### config.mk
export PLATFORM = sky130hd
export DESIGN_NAME = mem_stage_flat
export DESIGN_NICKNAME = d
export VERILOG_FILES = /design/src/rtl/mem_pkg.sv /design/src/rtl/mem_stage_if.sv /design/src/rtl/load_align.sv /design/src/rtl/mem_stage.sv /design/src/flat_wrapper.sv
export SDC_FILE = /design/constraint.sdc
export NUM_CORES = 1
export LEC_CHECK = 0
export ABC_AREA = 1
export BUFFER_PORTS_ARGS = -buffer_cell sky130_fd_sc_hd__buf_2
export CORE_MARGIN = 2
export CORE_UTILIZATION = 35
export CTS_CLUSTER_DIAMETER = 80
export DETAILED_ROUTE_END_ITERATION = 10
export HOLD_SLACK_MARGIN = 0.15
export PLACE_DENSITY = 0.71
export SLEW_MARGIN = 20
export SYNTH_ARGS = -nofsm -noshare
export SYNTH_HDL_FRONTEND = slang
export SYNTH_SLANG_ARGS = --single-unit
### constraint.sdc
create_clock -name clk -period 2.2 [get_ports clk]
set_clock_uncertainty 0.15 [all_clocks]
set_input_delay 0.22 -clock clk [delete_from_list [all_inputs] [get_ports clk]]
set_output_delay 0.22 -clock clk [all_outputs]
set_load 0.01 [all_outputs]
### src/rtl/mem_pkg.sv
// mem_pkg: shared encodings for the MEM stage.
//   - Funct3 access size/sign codes
//   - MEM stage FSM state type
//   - base byte-enable patterns (shifted by the address lane)
//   - helpers that classify an access as illegal or misaligned
package mem_pkg;

    localparam logic [2:0] F3_B  = 3'd0;
    localparam logic [2:0] F3_H  = 3'd1;
    localparam logic [2:0] F3_W  = 3'd2;
    localparam logic [2:0] F3_BU = 3'd4;
    localparam logic [2:0] F3_HU = 3'd5;

    localparam logic [3:0] BE_BYTE = 4'b0001;
    localparam logic [3:0] BE_HALF = 4'b0011;
    localparam logic [3:0] BE_WORD = 4'b1111;

    typedef enum logic [1:0] {
        ST_IDLE = 2'd0,
        ST_REQ  = 2'd1,
        ST_WAIT = 2'd2
    } mem_state_t;

    // Stores only know B/H/W; loads also accept the unsigned variants.
    function automatic logic f3_legal(input logic [2:0] f3, input logic is_load);
        logic ok;
        case (f3)
            F3_B, F3_H, F3_W: ok = 1'b1;
            F3_BU, F3_HU:     ok = is_load;
            default:          ok = 1'b0;
        endcase
        return ok;
    endfunction

    // Size is carried in f3[1:0] for both signed and unsigned variants.
    function automatic logic misaligned(input logic [2:0] f3, input logic [1:0] addr_lo);
        logic mis;
        case (f3[1:0])
            2'b01:   mis = addr_lo[0];
            2'b10:   mis = (addr_lo != 2'b00);
            default: mis = 1'b0;
        endcase
        return mis;
    endfunction

endpackage

### src/rtl/mem_stage_if.sv
// mem_stage_if: data-memory request/response bus.
//   master (MEM stage): drives dmem_req, dmem_we, dmem_addr, dmem_be, dmem_wdata;
//                       receives dmem_gnt, dmem_rvalid, dmem_rdata.
//   slave  (memory):    the mirror image.
interface mem_stage_if #(parameter int XLEN = 32);

    logic            dmem_req;
    logic            dmem_we;
    logic [XLEN-1:0] dmem_addr;
    logic [3:0]      dmem_be;
    logic [XLEN-1:0] dmem_wdata;
    logic            dmem_gnt;
    logic            dmem_rvalid;
    logic [XLEN-1:0] dmem_rdata;

    modport master (
        output dmem_req, dmem_we, dmem_addr, dmem_be, dmem_wdata,
        input  dmem_gnt, dmem_rvalid, dmem_rdata
    );

    modport slave (
        input  dmem_req, dmem_we, dmem_addr, dmem_be, dmem_wdata,
        output dmem_gnt, dmem_rvalid, dmem_rdata
    );

endinterface

### src/rtl/load_align.sv
// load_align: picks the addressed byte/half out of a read word and extends it.
//   rdata   in  32  raw word from memory
//   addr_lo in  2   byte address bits [1:0]
//   funct3  in  3   access size/sign code
//   data    out 32  sign- or zero-extended load value (0 for unknown codes)
module load_align
    import mem_pkg::*;
(
    input  logic [31:0] rdata,
    input  logic [1:0]  addr_lo,
    input  logic [2:0]  funct3,
    output logic [31:0] data
);

    logic [7:0]  byte_sel;
    logic [15:0] half_sel;

    always_comb begin
        byte_sel = 8'h00;
        half_sel = 16'h0000;
        data     = 32'h0000_0000;

        case (addr_lo)
            2'd0:    byte_sel = rdata[7:0];
            2'd1:    byte_sel = rdata[15:8];
            2'd2:    byte_sel = rdata[23:16];
            default: byte_sel = rdata[31:24];
        endcase

        half_sel = addr_lo[1] ? rdata[31:16] : rdata[15:0];

        case (funct3)
            F3_B:    data = {{24{byte_sel[7]}}, byte_sel};
            F3_H:    data = {{16{half_sel[15]}}, half_sel};
            F3_W:    data = rdata;
            F3_BU:   data = {24'h00_0000, byte_sel};
            F3_HU:   data = {16'h0000, half_sel};
            default: data = 32'h0000_0000;
        endcase
    end

endmodule

### src/rtl/mem_stage.sv
// mem_stage: MEM pipeline stage with a req/gnt + rvalid data-memory bus.
//   clk, rst_n           clock, async active-low reset
//   valid_in, Ctl_*_in   EX/MEM slot and its control bits
//   Funct3_in, Rd_in     access size/sign, destination register
//   ALUresult_in         byte address (memory ops) or ALU result
//   WriteData_in         store data
//   stall_out            holds IF/ID/EX while a memory op is outstanding
//   err_out              one-cycle pulse for a misaligned/illegal access
//   Ctl_*_out, Rd_out, ReadDatafromMem_out, ALUresult_out   registered MEM/WB
//   dmem                 data-memory bus (master side)
//
// state | meaning
// IDLE  | no access outstanding; a new memory op requests combinationally
// REQ   | request presented, waiting for dmem_gnt; bus fields held
// WAIT  | load granted, waiting for dmem_rvalid
module mem_stage
    import mem_pkg::*;
#(
    parameter int XLEN = 32
) (
    input  logic            clk,
    input  logic            rst_n,
    input  logic            valid_in,
    input  logic            Ctl_MemRead_in,
    input  logic            Ctl_MemWrite_in,
    input  logic            Ctl_RegWrite_in,
    input  logic            Ctl_MemtoReg_in,
    input  logic [2:0]      Funct3_in,
    input  logic [4:0]      Rd_in,
    input  logic [XLEN-1:0] ALUresult_in,
    input  logic [XLEN-1:0] WriteData_in,
    output logic            stall_out,
    output logic            err_out,
    output logic            Ctl_RegWrite_out,
    output logic            Ctl_MemtoReg_out,
    output logic [4:0]      Rd_out,
    output logic [XLEN-1:0] ReadDatafromMem_out,
    output logic [XLEN-1:0] ALUresult_out,
    mem_stage_if.master     dmem
);

    mem_state_t state, state_nxt;

    logic            mem_op;
    logic            is_load;
    logic            is_store;
    logic            bad;
    logic            mem_ok;
    logic            issuing;
    logic            done;
    logic [3:0]      be_calc;
    logic [XLEN-1:0] wdata_calc;
    logic [XLEN-1:0] load_data;

    // Read+write together is treated as a load, so the store side is masked.
    assign mem_op   = valid_in & (Ctl_MemRead_in | Ctl_MemWrite_in);
    assign is_load  = Ctl_MemRead_in;
    assign is_store = Ctl_MemWrite_in & ~Ctl_MemRead_in;
    assign bad      = mem_op & (~f3_legal(Funct3_in, is_load) |
                                misaligned(Funct3_in, ALUresult_in[1:0]));
    assign mem_ok   = mem_op & ~bad;
    assign issuing  = mem_ok & (state != ST_WAIT);
    assign done     = (is_store & issuing & dmem.dmem_gnt) |
                      (is_load & mem_ok & (state == ST_WAIT) & dmem.dmem_rvalid);

    always_comb begin
        be_calc    = BE_WORD;
        wdata_calc = WriteData_in;
        case (Funct3_in[1:0])
            2'b00: begin
                be_calc    = 4'(BE_BYTE << ALUresult_in[1:0]);
                wdata_calc = {4{WriteData_in[7:0]}};
            end
            2'b01: begin
                be_calc    = 4'(BE_HALF << ALUresult_in[1:0]);
                wdata_calc = {2{WriteData_in[15:0]}};
            end
            default: begin
                be_calc    = BE_WORD;
                wdata_calc = WriteData_in;
            end
        endcase
    end

    load_align u_load_align (
        .rdata   (dmem.dmem_rdata),
        .addr_lo (ALUresult_in[1:0]),
        .funct3  (Funct3_in),
        .data    (load_data)
    );

    always_ff @(posedge clk or negedge rst_n) begin
        if (!rst_n) begin
            state <= ST_IDLE;
        end else begin
            state <= state_nxt;
        end
    end

    // Bus outputs are gated by rst_n so they drop the moment reset asserts,
    // even though they are formed combinationally from held upstream inputs.
    always_comb begin
        state_nxt        = state;
        dmem.dmem_req    = 1'b0;
        dmem.dmem_we     = 1'b0;
        dmem.dmem_addr   = '0;
        dmem.dmem_be     = 4'b0000;
        dmem.dmem_wdata  = '0;
        stall_out        = rst_n & mem_ok & ~done;

        case (state)
            ST_IDLE, ST_REQ: begin
                if (mem_ok) begin
                    if (dmem.dmem_gnt) begin
                        state_nxt = is_load ? ST_WAIT : ST_IDLE;
                    end else begin
                        state_nxt = ST_REQ;
                    end
                end else begin
                    state_nxt = ST_IDLE;
                end
            end
            ST_WAIT: begin
                if (dmem.dmem_rvalid) begin
                    state_nxt = ST_IDLE;
                end
            end
            default: state_nxt = ST_IDLE;
        endcase

        if (rst_n && issuing) begin
            dmem.dmem_req   = 1'b1;
            dmem.dmem_we    = is_store;
            dmem.dmem_addr  = {ALUresult_in[XLEN-1:2], 2'b00};
            dmem.dmem_be    = be_calc;
            dmem.dmem_wdata = is_store ? wdata_calc : '0;
        end
    end

    // MEM/WB register: captures on completion, otherwise carries a bubble.
    always_ff @(posedge clk or negedge rst_n) begin
        if (!rst_n) begin
            err_out             <= 1'b0;
            Ctl_RegWrite_out    <= 1'b0;
            Ctl_MemtoReg_out    <= 1'b0;
            Rd_out              <= 5'd0;
            ReadDatafromMem_out <= '0;
            ALUresult_out       <= '0;
        end else begin
            err_out <= bad;
            if (valid_in && !bad && (!mem_op || done)) begin
                Ctl_RegWrite_out    <= Ctl_RegWrite_in & (Rd_in != 5'd0);
                Ctl_MemtoReg_out    <= Ctl_MemtoReg_in;
                Rd_out              <= Rd_in;
                ALUresult_out       <= ALUresult_in;
                ReadDatafromMem_out <= (mem_op && is_load) ? load_data : '0;
            end else begin
                Ctl_RegWrite_out    <= 1'b0;
                Ctl_MemtoReg_out    <= 1'b0;
                Rd_out              <= 5'd0;
                ALUresult_out       <= '0;
                ReadDatafromMem_out <= '0;
            end
        end
    end

endmodule
### src/flat_wrapper.sv
// flat-port wrapper written by rule: the top's interface ports become plain ports
module mem_stage_flat import mem_pkg::*;
#(
    parameter int XLEN = 32
)
  (clk, rst_n, valid_in, Ctl_MemRead_in, Ctl_MemWrite_in, Ctl_RegWrite_in, Ctl_MemtoReg_in, Funct3_in, Rd_in, ALUresult_in, WriteData_in, stall_out, err_out, Ctl_RegWrite_out, Ctl_MemtoReg_out, Rd_out, ReadDatafromMem_out, ALUresult_out, dmem_dmem_req, dmem_dmem_we, dmem_dmem_addr, dmem_dmem_be, dmem_dmem_wdata, dmem_dmem_gnt, dmem_dmem_rvalid, dmem_dmem_rdata);
  mem_stage_if #(.XLEN(XLEN)) dmem_i ();
  input  logic clk;
  input  logic rst_n;
  input  logic valid_in;
  input  logic Ctl_MemRead_in;
  input  logic Ctl_MemWrite_in;
  input  logic Ctl_RegWrite_in;
  input  logic Ctl_MemtoReg_in;
  input  logic [2:0] Funct3_in;
  input  logic [4:0] Rd_in;
  input  logic [XLEN-1:0] ALUresult_in;
  input  logic [XLEN-1:0] WriteData_in;
  output logic stall_out;
  output logic err_out;
  output logic Ctl_RegWrite_out;
  output logic Ctl_MemtoReg_out;
  output logic [4:0] Rd_out;
  output logic [XLEN-1:0] ReadDatafromMem_out;
  output logic [XLEN-1:0] ALUresult_out;
  output wire logic [$bits(dmem_i.dmem_req)-1:0] dmem_dmem_req;
  output wire logic [$bits(dmem_i.dmem_we)-1:0] dmem_dmem_we;
  output wire logic [$bits(dmem_i.dmem_addr)-1:0] dmem_dmem_addr;
  output wire logic [$bits(dmem_i.dmem_be)-1:0] dmem_dmem_be;
  output wire logic [$bits(dmem_i.dmem_wdata)-1:0] dmem_dmem_wdata;
  input wire logic [$bits(dmem_i.dmem_gnt)-1:0] dmem_dmem_gnt;
  input wire logic [$bits(dmem_i.dmem_rvalid)-1:0] dmem_dmem_rvalid;
  input wire logic [$bits(dmem_i.dmem_rdata)-1:0] dmem_dmem_rdata;
  assign dmem_dmem_req = dmem_i.dmem_req;
  assign dmem_dmem_we = dmem_i.dmem_we;
  assign dmem_dmem_addr = dmem_i.dmem_addr;
  assign dmem_dmem_be = dmem_i.dmem_be;
  assign dmem_dmem_wdata = dmem_i.dmem_wdata;
  assign dmem_i.dmem_gnt = dmem_dmem_gnt;
  assign dmem_i.dmem_rvalid = dmem_dmem_rvalid;
  assign dmem_i.dmem_rdata = dmem_dmem_rdata;
  mem_stage #(.XLEN(XLEN)) u_core (.clk(clk), .rst_n(rst_n), .valid_in(valid_in), .Ctl_MemRead_in(Ctl_MemRead_in), .Ctl_MemWrite_in(Ctl_MemWrite_in), .Ctl_RegWrite_in(Ctl_RegWrite_in), .Ctl_MemtoReg_in(Ctl_MemtoReg_in), .Funct3_in(Funct3_in), .Rd_in(Rd_in), .ALUresult_in(ALUresult_in), .WriteData_in(WriteData_in), .stall_out(stall_out), .err_out(err_out), .Ctl_RegWrite_out(Ctl_RegWrite_out), .Ctl_MemtoReg_out(Ctl_MemtoReg_out), .Rd_out(Rd_out), .ReadDatafromMem_out(ReadDatafromMem_out), .ALUresult_out(ALUresult_out), .dmem(dmem_i));
endmodule
==> metrics.md <==
| Metric | Value |
|---|---|
| Worst Setup SP | Funct3_in[0] |
| Worst-skew pair later-pin latency | between 0.3 and 0.4 ns |
| Post-synthesis sequential area ratio | between 40% and 50% |
| Power density cells | 552 nW/um2 |
| First-pass GRT wire length | 22.6 mm |
| Post-Layout Cell Count | roughly 1100 |
| FMAX | 468 MHz |
| Critical path class | in -> out |
| Status | complete, no violations |
| Area leader, netlist | dfrtp_1 |
| Met3 Usage GRT | 4.12% |
| WP data required | 1.83 ns |
| Vias per cell | 4.62 |
| Initial antenna violation count | 0 |
| Placed Area | 6020 um2 |
| WHS | 0.173 ns |
| DRC | 0 |
| Hold Fails Final Rpt | 0 |
| Hold Crit Start | dmem_dmem_rdata[22] |
| Share of cells above drive strength 1 | between 30% and 40% |
| Final setup violation count | 0 |
| Hold WC Path Type | in -> reg |
| Worst Max-Slew Pin Slew | between 0.8 and 0.9 ns |
| Max-cap violations | 0 |
| Antenna viol nets, final | 0 |
| Met1 Usage GRT | 27.1% |
| Mapped cell area | between 4000 and 5000 um2 |
| Via count of the first global-routing pass | 4509 |
| Setup TNS | 0 ns |
| Hpwl dp | ~11 mm |
| Die ar. | ~14000 um2 |
| H-tree lvl count | 3 |
| Yosys cell types | 34 |
| Initial drt markers | 609 |
| Die span in x | 117 um |
| Worst VDD drop | approximately 0.38 mV |
| CTS tree | yes |
| Worst slew margin | 44.8% |
| Final #Nets | roughly 1000 |
| I/O Buffers | 253 |
| Leakage power | approximately 4 nW |
| Clock tree sinks | 74 |
| Final min period | 2.14 ns |
| Grt ovf | 0 |
| Gpl congestion | slightly above 0.9 |
| Vias | 5111 |
| DR WL/cell | about 14 um |
| CP Capture Type | output port |
| Antenna Cells | 0 |
| Post-Syn Instances | 629 |
| R2R setup slack | 0.47 ns |
| GR Util met2 | 36.1% |
| CTS Buffer Depth | 2 |
| Yosys warns | 0 |
| Yosys reg bits | 74 |
| Most crowded layer after global routing | met2 |
| FF-to-FF Start | u_core.state[1] |
| Total power | 3.78 mW |
| Initial Utilization | 35.6% |
| Die Ht | 117 um |
| Crit Path Max Fanout | 14 |
| Cell Rows | 41 |
| Final instance area | 6850 um2 |
| # IOs | 256 |
| Yosys top cell area share | between 40% and 50% |
| Gr usage total | 21.2% |
| Synth Area per Inst | approximately 7 um2 |
| Largest net degree at the start of global routing | 68 |
| RSZ-0062 raised after global routing | true |
| Cts bufs inserted | 9 |
| Main area contributors after synthesis | dfrtp_1, nor2_1, nand2_1, inv_1, o21ai_0 |
| Clk slew on worst S/H paths | 0.06 ns |
| Placed Instances | 1047 |
| CP Launch Type | input pin |
| Fin crit share | 97.1% |
| First drt pass iteration count | 5 |
| Root Driver | clkbuf_16 |
| Final max-slew violation count | 0 |
| Area growth, synth to finish | 53.0% |
| Crit path DAT | 1.77 ns |
| Total Wirelength | 15.9 mm |
| Core area | 12600 um2 |
==> power breakdown <==
part	total, mW	switching [mW]	internal (mW)
combinational	0.814	0.480	0.335
clock	1.54	0.547	0.996
sequential	1.42	0.0125	1.41
==> synthesized netlist by cell type (all sizes together) <==
| cell type | n |
|---|---|
| clkbuf | 9 |
| conb | 1 |
| ha | 3 |
| o22ai | 1 |
| inv | 103 |
| nor3 | 7 |
| o211ai | 14 |
| nand3 | 22 |
| o21ai | 70 |
| nand2 | 106 |
| a31oi | 1 |
| dfrtp | 74 |
| a21o | 1 |
| a21boi | 1 |
| nor3b | 1 |
| a21oi | 23 |
| buf | 29 |
| nor2 | 159 |
| nand4 | 4 |
==> metrics by stage <==
stage                     worst slack, ns  util [%]
after floorplan                     0.160         -
after global placement             0.0993      47.9
after detailed placement           0.0767      47.9
after CTS                          0.0570      53.8
after global routing              -0.0542      54.5
final                              0.0630      54.5
==> final cells by class <==
cell class              count  area, um2
flip-flops and latches     74       1850
well taps                 172        215
multi-input cells         415       2040
repair buffers            327       2030
inverters                 103        389
clock buffers              10        229
clock inverters             6       91.3
fillers                  1162       5720
==> cell families after synthesis <==
family	synth area share (%)
simple gates	29.3
fa+ha+maj	0.839
flops	41.4
buf+inv	14.2
compound gates	14.2
other cells	0.0838
==> critical path, cell delays in order <==
cell       delay, ns
buf_2           0.10
inv_2           0.05
ha_1            0.28
inv_1           0.05
nor2_1          0.04
nand2_2         0.12
nand3_4         0.09
nor2_4          0.19
nand2_4         0.13
clkbuf_16       0.20
nor2_1          0.12
buf_2           0.15
==> final timing paths <==
check,endpoint,cells past startpoint
max,dmem_dmem_addr[19],12
min in group asynchronous,u_core.ALUresult_out[30],2
max reg2reg,u_core.ReadDatafromMem_out[14],8
min reg2reg,u_core.state[0],1
min,u_core.ReadDatafromMem_out[22],7
max in group asynchronous,u_core.ReadDatafromMem_out[14],3
==> layout by cell type, fill, tap and decap left out, types with 20 or more instances in the layout <==
cell	Yosys	routed
a21oi_1	20	20
buf_2	15	251
buf_4	3	26
dfrtp_1	74	74
dlygate4sd3_1	0	42
inv_1	97	95
nand2_1	102	100
nor2_1	137	128
nor2_2	19	28
o21ai_0	62	62
==> metal layers <==
metal / up-vias / wire (um)
li1: 2530 / -
met3: 30 / 1020
met2: 226 / 7750
met5: - / 0
met1: 2325 / 6720
met4: 0 / 359
==> state kept, by name, summed over array words and instances, names as in the netlist <==
name	cells
u_core.err_out	1
u_core.ReadDatafromMem_out	32
u_core.ALUresult_out	32
u_core.state	2
u_core.Rd_out	5
u_core.Ctl_MemtoReg_out	1
u_core.Ctl_RegWrite_out	1
==> timing repair <==
item	in CTS	in global routing
gates resized for setup	0	20
endpoints found under the setup margin	0	67
hold buffers	42	0
endpoints found under the hold margin	84	0
buffers inserted	0	1
Power figures use the tool's default switching activity.
